### config.mk
export PLATFORM = sky130hd
export DESIGN_NAME = hazard_ctrl
export DESIGN_NICKNAME = d
export VERILOG_FILES = /design/src/rtl/cpu_types_pkg.sv /design/src/rtl/hazctl_perf.sv /design/src/rtl/hazard_ctrl.sv
export SDC_FILE = /design/constraint.sdc
export NUM_CORES = 1
export LEC_CHECK = 0
export ABC_CLOCK_PERIOD_IN_PS = 2800
export BUFFER_PORTS_ARGS = -buffer_cell sky130_fd_sc_hd__buf_2
export CAP_MARGIN = 20
export CORE_UTILIZATION = 34
export CTS_CLUSTER_DIAMETER = 100
export CTS_CLUSTER_SIZE = 40
export DETAILED_ROUTE_END_ITERATION = 7
export GPL_ROUTABILITY_DRIVEN = 0
export PLACE_DENSITY = 0.82
export SYNTH_ARGS = -nofsm -noshare
export SYNTH_HDL_FRONTEND = slang
export SYNTH_SLANG_ARGS = --single-unit
### constraint.sdc
create_clock -name CLK -period 2.8 [get_ports CLK]
set_input_delay 0.84 -clock CLK [delete_from_list [all_inputs] [get_ports CLK]]
set_output_delay 0.84 -clock CLK [all_outputs]
set_load 0.1 [all_outputs]
### src/rtl/cpu_types_pkg.sv
// cpu_types_pkg - shared types for the five-stage MIPS core.
//
// Contents:
//   regbits_t       5-bit register index
//   word_t          32-bit datapath word
//   hazctl_state_t  hazard_ctrl sequencing states {RUN, DRAIN, HALTED}
//   load_use_hit()  load-use hazard detect between ID/EX load and IF/ID sources
package cpu_types_pkg;

  localparam int REG_W  = 5;
  localparam int WORD_W = 32;

  typedef logic [REG_W-1:0]  regbits_t;
  typedef logic [WORD_W-1:0] word_t;

  typedef enum logic [1:0] {
    RUN    = 2'd0,
    DRAIN  = 2'd1,
    HALTED = 2'd2
  } hazctl_state_t;

  // $zero is never a real dependency: loads into r0 are discarded.
  function automatic logic load_use_hit(
    input logic     memread,
    input regbits_t ld_rt,
    input regbits_t src_rs,
    input regbits_t src_rt
  );
    return memread && (ld_rt != '0) && ((ld_rt == src_rs) || (ld_rt == src_rt));
  endfunction

endpackage

### src/rtl/hazctl_perf.sv
// hazctl_perf - stall/flush performance counters for hazard_ctrl.
//
// Ports:
//   CLK        clock, rising edge
//   nRST       asynchronous active-low reset (counters clear to 0)
//   stall_evt  count one stall cycle (caller gates with RUN state)
//   flush_evt  count one redirect flush (caller gates with RUN state)
//   stall_cnt  saturating stall-cycle count
//   flush_cnt  saturating redirect-flush count
//
// Both counters stop at all-ones instead of wrapping.
module hazctl_perf
  import cpu_types_pkg::*;
(
  input  logic              CLK,
  input  logic              nRST,
  input  logic              stall_evt,
  input  logic              flush_evt,
  output logic [WORD_W-1:0] stall_cnt,
  output logic [WORD_W-1:0] flush_cnt
);

  word_t stall_cnt_reg;
  word_t flush_cnt_reg;

  always_ff @(posedge CLK or negedge nRST) begin
    if (!nRST) begin
      stall_cnt_reg <= '0;
      flush_cnt_reg <= '0;
    end else begin
      if (stall_evt && (stall_cnt_reg != '1))
        stall_cnt_reg <= stall_cnt_reg + 1'b1;
      if (flush_evt && (flush_cnt_reg != '1))
        flush_cnt_reg <= flush_cnt_reg + 1'b1;
    end
  end

  assign stall_cnt = stall_cnt_reg;
  assign flush_cnt = flush_cnt_reg;

endmodule

### src/rtl/hazard_ctrl.sv
// hazard_ctrl - pipeline sequencing controller for the five-stage MIPS core.
//
// Drives enable/flush of every pipeline latch and the PC enable from cache
// handshakes, load-use hazards, control-flow redirects and HALT. Owns the
// RUN -> DRAIN -> HALTED halt-drain state machine. Inside a latch, flush
// wins over enable (the latch loads zeros).
//
// Ports:
//   CLK, nRST                 clock (rising) / asynchronous active-low reset
//   ihit, dhit                I-fetch / data access complete this cycle
//   mem_req                   EX/MEM instruction performs a memory access
//   idex_memread, idex_rt     ID/EX load and its destination register
//   ifid_rs, ifid_rt          source registers of the instruction in ID
//   jump_id                   J/JAL/JR decoded in ID
//   branch_mem                taken branch resolved in MEM
//   halt_mem                  HALT reached MEM
//   pc_en                     PC update enable
//   ifid/idex/exmem/memwb_en, _flush   latch controls (combinational)
//   halt                      registered, sticky halt indication
//   stall_cnt, flush_cnt      performance counters
//
// Build option: define HAZCTL_PERF_EN to build the stall/flush counters
// (hazctl_perf). Without it both counter ports read constant 0.
module hazard_ctrl
  import cpu_types_pkg::*;
(
  input  logic              CLK,
  input  logic              nRST,
  input  logic              ihit,
  input  logic              dhit,
  input  logic              mem_req,
  input  logic              idex_memread,
  input  logic [REG_W-1:0]  idex_rt,
  input  logic [REG_W-1:0]  ifid_rs,
  input  logic [REG_W-1:0]  ifid_rt,
  input  logic              jump_id,
  input  logic              branch_mem,
  input  logic              halt_mem,
  output logic              pc_en,
  output logic              ifid_en,
  output logic              ifid_flush,
  output logic              idex_en,
  output logic              idex_flush,
  output logic              exmem_en,
  output logic              exmem_flush,
  output logic              memwb_en,
  output logic              memwb_flush,
  output logic              halt,
  output logic [WORD_W-1:0] stall_cnt,
  output logic [WORD_W-1:0] flush_cnt
);

  hazctl_state_t state_reg;
  logic          halt_reg;

  logic memstall;
  logic load_use;

  assign memstall = mem_req && !dhit;
  assign load_use = load_use_hit(idex_memread, idex_rt, ifid_rs, ifid_rt);

  // State and sticky halt. halt follows HALTED by one edge so it reflects
  // a fully drained pipeline rather than the transition itself.
  always_ff @(posedge CLK or negedge nRST) begin
    if (!nRST) begin
      state_reg <= RUN;
      halt_reg  <= 1'b0;
    end else begin
      case (state_reg)
        RUN: begin
          // memstall outranks halt_mem, so only a non-stalled HALT drains.
          if (!memstall && halt_mem)
            state_reg <= DRAIN;
        end
        DRAIN:   state_reg <= HALTED;
        HALTED:  state_reg <= HALTED;
        default: state_reg <= RUN;
      endcase
      if (state_reg == HALTED)
        halt_reg <= 1'b1;
    end
  end

  assign halt = halt_reg;

  // Latch controls. Priority chain in RUN, highest first:
  // memstall, halt_mem, branch_mem, load-use, jump_id, !ihit.
  always_comb begin
    pc_en       = 1'b1;
    ifid_en     = 1'b1;
    ifid_flush  = 1'b0;
    idex_en     = 1'b1;
    idex_flush  = 1'b0;
    exmem_en    = 1'b1;
    exmem_flush = 1'b0;
    memwb_en    = 1'b1;
    memwb_flush = 1'b0;

    if (state_reg != RUN) begin
      // DRAIN/HALTED: freeze everything.
      pc_en    = 1'b0;
      ifid_en  = 1'b0;
      idex_en  = 1'b0;
      exmem_en = 1'b0;
      memwb_en = 1'b0;
    end else if (memstall) begin
      // Hold IF..EX/MEM; MEM/WB takes a bubble while the access completes.
      pc_en       = 1'b0;
      ifid_en     = 1'b0;
      idex_en     = 1'b0;
      exmem_en    = 1'b0;
      memwb_flush = 1'b1;
    end else if (halt_mem) begin
      // Let HALT retire into MEM/WB, squash everything younger.
      pc_en       = 1'b0;
      ifid_flush  = 1'b1;
      idex_flush  = 1'b1;
      exmem_flush = 1'b1;
    end else if (branch_mem) begin
      // Redirect takes effect even without ihit: the fetched word is junk.
      ifid_flush  = 1'b1;
      idex_flush  = 1'b1;
      exmem_flush = 1'b1;
    end else if (load_use) begin
      // Hold PC and IF/ID for one cycle, bubble into ID/EX.
      pc_en      = 1'b0;
      ifid_en    = 1'b0;
      idex_flush = 1'b1;
    end else if (jump_id) begin
      ifid_flush = 1'b1;
    end else if (!ihit) begin
      pc_en      = 1'b0;
      ifid_flush = 1'b1;
    end
  end

`ifdef HAZCTL_PERF_EN
  logic stall_evt;
  logic flush_evt;

  // Counters only advance in RUN; DRAIN/HALTED freeze them.
  assign stall_evt = (state_reg == RUN) && !pc_en;
  assign flush_evt = (state_reg == RUN) && !memstall && !halt_mem &&
                     (branch_mem || (jump_id && !load_use));

  hazctl_perf u_perf (
    .CLK       (CLK),
    .nRST      (nRST),
    .stall_evt (stall_evt),
    .flush_evt (flush_evt),
    .stall_cnt (stall_cnt),
    .flush_cnt (flush_cnt)
  );
`else
  assign stall_cnt = '0;
  assign flush_cnt = '0;
`endif

endmodule

==> metrics.md, run 1 <==
| Metric | Value |
|---|---|
| Final Hold Vio Count | `0` |
| CP Cell Sequence | `buf_8 -> or4_4 -> o21ai_4 -> nor3b_2 -> nor4_4 -> buf_12` |
| Total CTS buffers | `3` |
| Worst path max stage delay | `0.53 ns` |
| Core ar. | `2276 um2` |
| Worst hold path class | `in -> async` |
| Kind of end point of the critical path | `primary output` |
| Synth Area in Compound Gates | `5.900%` |
| Pwr dens | `512.0 nW/um2` |
| Layout area overhead | `27.29%` |
| Dpl cell area | `1001 um2` |
| Proportion of synthesized area in mux cells | `0%` |
| Leading area contributor after synthesis | `buf_4` |
| Final min period | `3.050 ns` |
| Status | `complete, but fails checks` |
| Non-Filler Instances | `179` |
| Placed cell count | `between 150 and 200` |
| Drt drc | `0` |
| Gate Count Post-Synth | `about 110` |
| Max reg flops | `2` |
| Clk_lat worst skew | `0.23 ns` |
| Reg2reg path depth | `5` |
| Top_reg_cell synth | `dfrtp_1` |
| Largest family of logic cells by synthesized area | `buffers and inverters` |
| Adder-Cell Fraction of Synth Area | `2.950%` |
| Total power | `552.9 uW` |
| ANT cells | `0` |
| Fraction of registers with async set/reset | `100.0%` |
| DPL Wire Length | `1311 um` |
| I/O pins | `between 90 and 100` |
| Clock Tree Buf Depth | `2` |
| Clock transition at the registers of the reported paths | `0.04 ns` |
| Type of the worst setup path | `in -> out` |
| Die area | `2699 um2` |
| Initial core utilization | `37.27%` |
| Final period util | `108.9%` |
| Initial antenna violation count | `0` |
| CP endpoint | `pc_en` |
| CP startpoint | `idex_rt[1]` |
| Critical path startpoint category | `input pin` |
| Slew Limit Fails | `0` |
| Mapped cell area | `848.3 um2` |
| Synth top area cells | `buf_4 58%, xnor2_1 10%, dfrtp_1 8.8%` |
| Tot GR Track Use | `about 10%` |
| Via-to-Cell Ratio | `3.447` |
| Slowest CP cell | `or4_4` |
| Worst VDD drop | `282.0 uV` |
| Simple-Gate Fraction of Synth Area | `12.24%` |
| Setup Skew | `0.002946 ns` |
| Final Worst Setup Slack | `-0.2500 ns` |
| Synth Area in XOR/XNOR | `10.32%` |
| Vias in the first global route | `507` |
| Largest net degree at the start of global routing | `6` |
| Failing checks | `negative setup slack` |
| Synth top area share | `57.52%` |
| Layout Cell Area excl Fill | `1080 um2` |
| Max-Cap Viols | `0` |
| Std cell rows | `17` |
| Routed wire length per instance | `8.196 um` |
| Die Wd | `51.95 um` |
| Worst r2r src | `state_reg[0]` |
| Die height | `51.95 um` |
| DR vias | `617` |
| First-pass iteration count of the detailed router | `2` |
| EDFF count, synth | `0` |
| Crit-path max FO | `2` |
| Layout cells sized above 1 | `approximately two fifths` |
| Static leakage | `between 0.0005 and 0.0006 uW` |
| CP required | `1.96 ns` |
| Sequential area share after synthesis | `8.850%` |
| TritonCTS Sinks | `3` |
| Global-route wire length before repair | `2007 um` |
| RSZ-0062 raised after global routing | `true` |
| Nets | `178` |
| RR Endpoint | `state_reg[1]` |
| Final setup vio count | `4` |
| Distinct cell type count of the synthesized netlist | `23` |
| Synthesized area per cell | `7.642 um2` |
| Fmax | `0.3279 GHz` |
| Htree depth | `1` |
| Overall routed net length | `1467 um` |
| Hold_ws | `0.3982 ns` |
| I/O Buffers | `33` |
| Worst reg-to-reg setup slack | `1.81 ns` |
| Yosys reg bits | `3` |
| Syn. warnings | `0` |
| Dpl ws | `-0.3065 ns` |
| Initial DRC Count | `8` |
| Root buf cell | `clkbuf_4` |
| Final antenna-violating net count | `0` |
| CP Data Arrival Time | `about 2.2 ns` |
| GR Overflow Total | `0` |
| Clock tree from TritonCTS | `built` |
[cell families after synthesis]
logic type	after synthesis
buf+inv	69
simple gates	19
xor+xnor	10
compound gates	7
flops	3
fa+ha+maj	2
other cells	1
[area by class of cell]
| type | instances | area [um2] |
|---|---|---|
| inverters | 4 | 18.77 |
| flip-flops and latches | 3 | 75.07 |
| fillers | 222 | 1196 |
| well taps | 28 | 35.03 |
| repair buffers | 38 | 324.1 |
| multi-input cells | 102 | 600.6 |
| clock buffers | 4 | 26.28 |
[worst min-delay path by stage]
| stage | to | slack [ns] | startpoint |
|---|---|---|---|
| after global placement | halt | 0.45 | halt |
| after floorplan | state_reg[0] | 0.50 | state_reg[0] |
| after detailed placement | halt | 0.46 | halt |
| final | state_reg[1] | 0.40 | nRST |
| after global routing | state_reg[1] | 0.39 | nRST |
| after CTS | state_reg[1] | 0.39 | nRST |
[routing by layer]
| metal | routed length [um] | GRT usage, % |
|---|---|---|
| met5 | 0 | 0 |
| met2 | 898 | 21.15 |
| met1 | 442 | 9.043 |
| met4 | 0 | 4.955 |
| met3 | 126 | 1.170 |
[worst max-delay path, delay by kind of cell]
kind / cells / cell delay (ns)
compound gates: 1 / 0.18
buf+inv: 2 / 0.30
simple gates: 3 / 0.88
[synth_stat cells (2+ instances only)]
cell type and number:
nor2_1 3, inv_1 4, nand2_1 6, xnor2_1 10, buf_4 65, nand3_1 2
dfrtp_1 3, ha_1 2, a21oi_1 2
[layout by cell type, fill, tap and decap left out, types with 2 or more instances in the layout]
master    netlist  layout
buf_12          0       7
buf_2           0      24
nand3_1         2       2
dfrtp_1         3       3
buf_4          65       5
inv_1           4       3
nand2_1         6       5
clkbuf_4        0       3
conb_1          1      64
xnor2_1        10       9
[per-stage QoR]
stage,utilization (%),TNS (ns)
floorplan,-,-1.730
global placement,43.98,-0.9111
detailed placement,43.98,-1.039
CTS,46.34,-0.8039
global route,47.44,-0.8840
finish,47.44,-0.7297
[what timing repair did]
item	CTS	global route
gates resized for setup	7	3
pin swaps	2	1
hold buffers	0	0
setup buffers	0	1
hold endpoints to repair	0	0
setup endpoints to repair	4	4
[report_power, final]
group / leakage (uW) / internal [uW] / switching (uW)
Combinational: 0.000518 / 34.5 / 400
Clock: 0.0000150 / 53.3 / 21.2
Sequential: 0.0000315 / 43.6 / 0
Total: 0.000564 / 131 / 421
Note: power is estimated with default switching activity, not from simulation.
==> inputs of run 2 (changes only) <==
--- a/constraint.sdc
+++ b/constraint.sdc
@@ -3,2 +3,2 @@
 set_output_delay 0.84 -clock CLK [all_outputs]
-set_load 0.1 [all_outputs]
+set_load 0.05 [all_outputs]
==> metrics.md, run 2 (same netlist as run 1, synthesis figures left out) <==
| Metric | Value |
|---|---|
| Tot GR Track Use | `10.92% (+0.86 points)` |
| Global-route wire length before repair | `2208 um (+10%)` |
| Most common cell after layout, fill and taps aside | `conb_1` |
| Drt drc | `0 (unchanged)` |
| Placed cell count | `174 (unchanged)` |
| CP Data Arrival Time | `2.14 ns (-0.07 ns)` |
| Static leakage | `0.0005292 uW (-6.2%)` |
| Final antenna-violating net count | `0 (unchanged)` |
| Total CTS buffers | `3 (unchanged)` |
| Initial antenna violation count | `0 (unchanged)` |
| Max-Cap Viols | `0 (unchanged)` |
| Max reg flops | `2 (unchanged)` |
| Clock transition at the registers of the reported paths | `0.04 ns (about the same)` |
| Kind of end point of the critical path | `primary output` |
| Final setup vio count | `4 (unchanged)` |
| Die area | `2699 um2 (unchanged)` |
| Final Worst Setup Slack | `-0.1820 ns (+0.06805 ns)` |
| Die height | `51.95 um (unchanged)` |
| Clock Tree Buf Depth | `2 (unchanged)` |
| I/O pins | `98 (unchanged)` |
| RSZ-0062 raised after global routing | `true` |
| Slew Limit Fails | `0 (unchanged)` |
| First-pass iteration count of the detailed router | `5 (+3)` |
| Core ar. | `2276 um2 (unchanged)` |
| Dpl ws | `-0.2951 ns (+0.01141 ns)` |
| Initial DRC Count | `5 (-3)` |
| Worst VDD drop | `183.9 uV (-35%)` |
| Std cell rows | `17 (unchanged)` |
| Dpl cell area | `864.6 um2 (-14%)` |
| Initial core utilization | `37.27% (unchanged)` |
| Layout cells sized above 1 | `35.76% (-2.6 points)` |
| Layout Cell Area excl Fill | `967.2 um2 (-10%)` |
| Failing checks | `negative setup slack` |
| Final min period | `2.982 ns (-0.06805 ns)` |
| ANT cells | `0 (unchanged)` |
| Filler Cell Count | `226 (+1.8%)` |
| Vias in the first global route | `533 (+5.1%)` |
| Worst hold path class | `in -> async` |
| Final TNS setup | `-0.5430 ns (+0.1867 ns)` |
| Clock tree from TritonCTS | `built` |
| Routed wire length per instance | `8.039 um (-1.9%)` |
| CTS Hold Buffers Added | `0 (unchanged)` |
| Critical path startpoint category | `input pin` |
| Root buf cell | `clkbuf_4` |
| Hold_ws | `0.3966 ns (-0.001525 ns)` |
| Status | `complete, but fails checks` |
| DR vias | `640 (+3.7%)` |
| I/O Buffers | `33 (unchanged)` |
| Layout area overhead | `14.01%` |
| Htree depth | `1 (unchanged)` |
| Final period util | `106.5% (-2.4 points)` |
| Non-Filler Instances | `179 (unchanged)` |
| Type of the worst setup path | `in -> out` |
| Crit-path max FO | `2 (unchanged)` |
| Nets | `178 (unchanged)` |
| Fmax | `0.3353 GHz (+2.3%)` |
| Most frequent cells in the layout | `64 x conb_1, 27 x buf_2, 10 x xnor2_1, 5 x nand2_1, 5 x buf_4` |
| Setup Skew | `0.003425 ns (+0.0004781 ns)` |
| Final Hold Vio Count | `0 (unchanged)` |
| Pwr dens | `373.8 nW/um2 (-27%)` |
| TritonCTS Sinks | `3 (unchanged)` |
| DPL Wire Length | `1254 um (-4.4%)` |
| Overall routed net length | `1439 um (-1.9%)` |
| Via-to-Cell Ratio | `3.575 (+3.7%)` |
| GR Overflow Total | `0 (unchanged)` |
| Die Wd | `51.95 um (unchanged)` |
| Largest net degree at the start of global routing | `5 (-1)` |
| Clk_lat worst skew | `0.23 ns (about the same)` |
| CP required | `1.96 ns (about the same)` |
[run 2: where the power goes]
group | internal (uW) | total [uW] | switching, uW
logic | 32.1 | 244 | 212
registers | 43.6 | 43.6 | 0
clock network | 53.3 | 74.2 | 20.9
[run 2: repair_timing]
item                                   CTS  global route
gates resized for setup                 19             0
setup endpoints to repair                4             4
setup buffers                            1             0
pin swaps                                2             0
endpoints found under the hold margin    0             0
[run 2: critical path, cell delays in order]
cell and delay, ns:
buf_8 0.10, or4_4 0.53, o21ai_4 0.18, nor3b_2 0.08
nor4_4 0.22, buf_6 0.19
[run 2: layer usage]
metal,global-route usage [%],vias to the layer above,part of all wire [%]
met5,0,-,0
met4,6.306,0,1.5
met3,1.754,4,11
met2,22.01,49,58
met1,9.930,287,30
li1,-,300,-
[run 2: worst paths after layout]
kind	from	to	slack, ns	cells after the start
max	idex_rt[1]	pc_en	-0.18	6
min	nRST	state_reg[0]	0.40	1
max reg2reg	state_reg[1]	state_reg[1]	1.79	5
min reg2reg	halt	halt	0.46	1
max in group asynchronous	nRST	state_reg[1]	2.29	1
min in group CLK	halt	halt	0.46	1
[run 2: area by class of cell]
| class | count | area [um2] | share of cell area [%] |
|---|---|---|---|
| timing repair buffer | 38 | 247.7 | 25.61 |
| tap | 28 | 35.03 | 3.622 |
| sequential | 3 | 75.07 | 7.762 |
| clock buffer | 4 | 26.28 | 2.717 |
| multi-input combinational | 102 | 564.3 | 58.34 |
| inverter | 4 | 18.77 | 1.940 |
[run 2: through the flow]
step / power, uW / utilization (%)
2_1_floorplan: 322.5 / -
3_3_place_gp: 278.0 / 37.99
3_5_place_dp: 279.5 / 37.99
4_1_cts: 362.5 / 42.50
5_1_grt: 379.1 / 42.50
6_report: 361.5 / 42.50
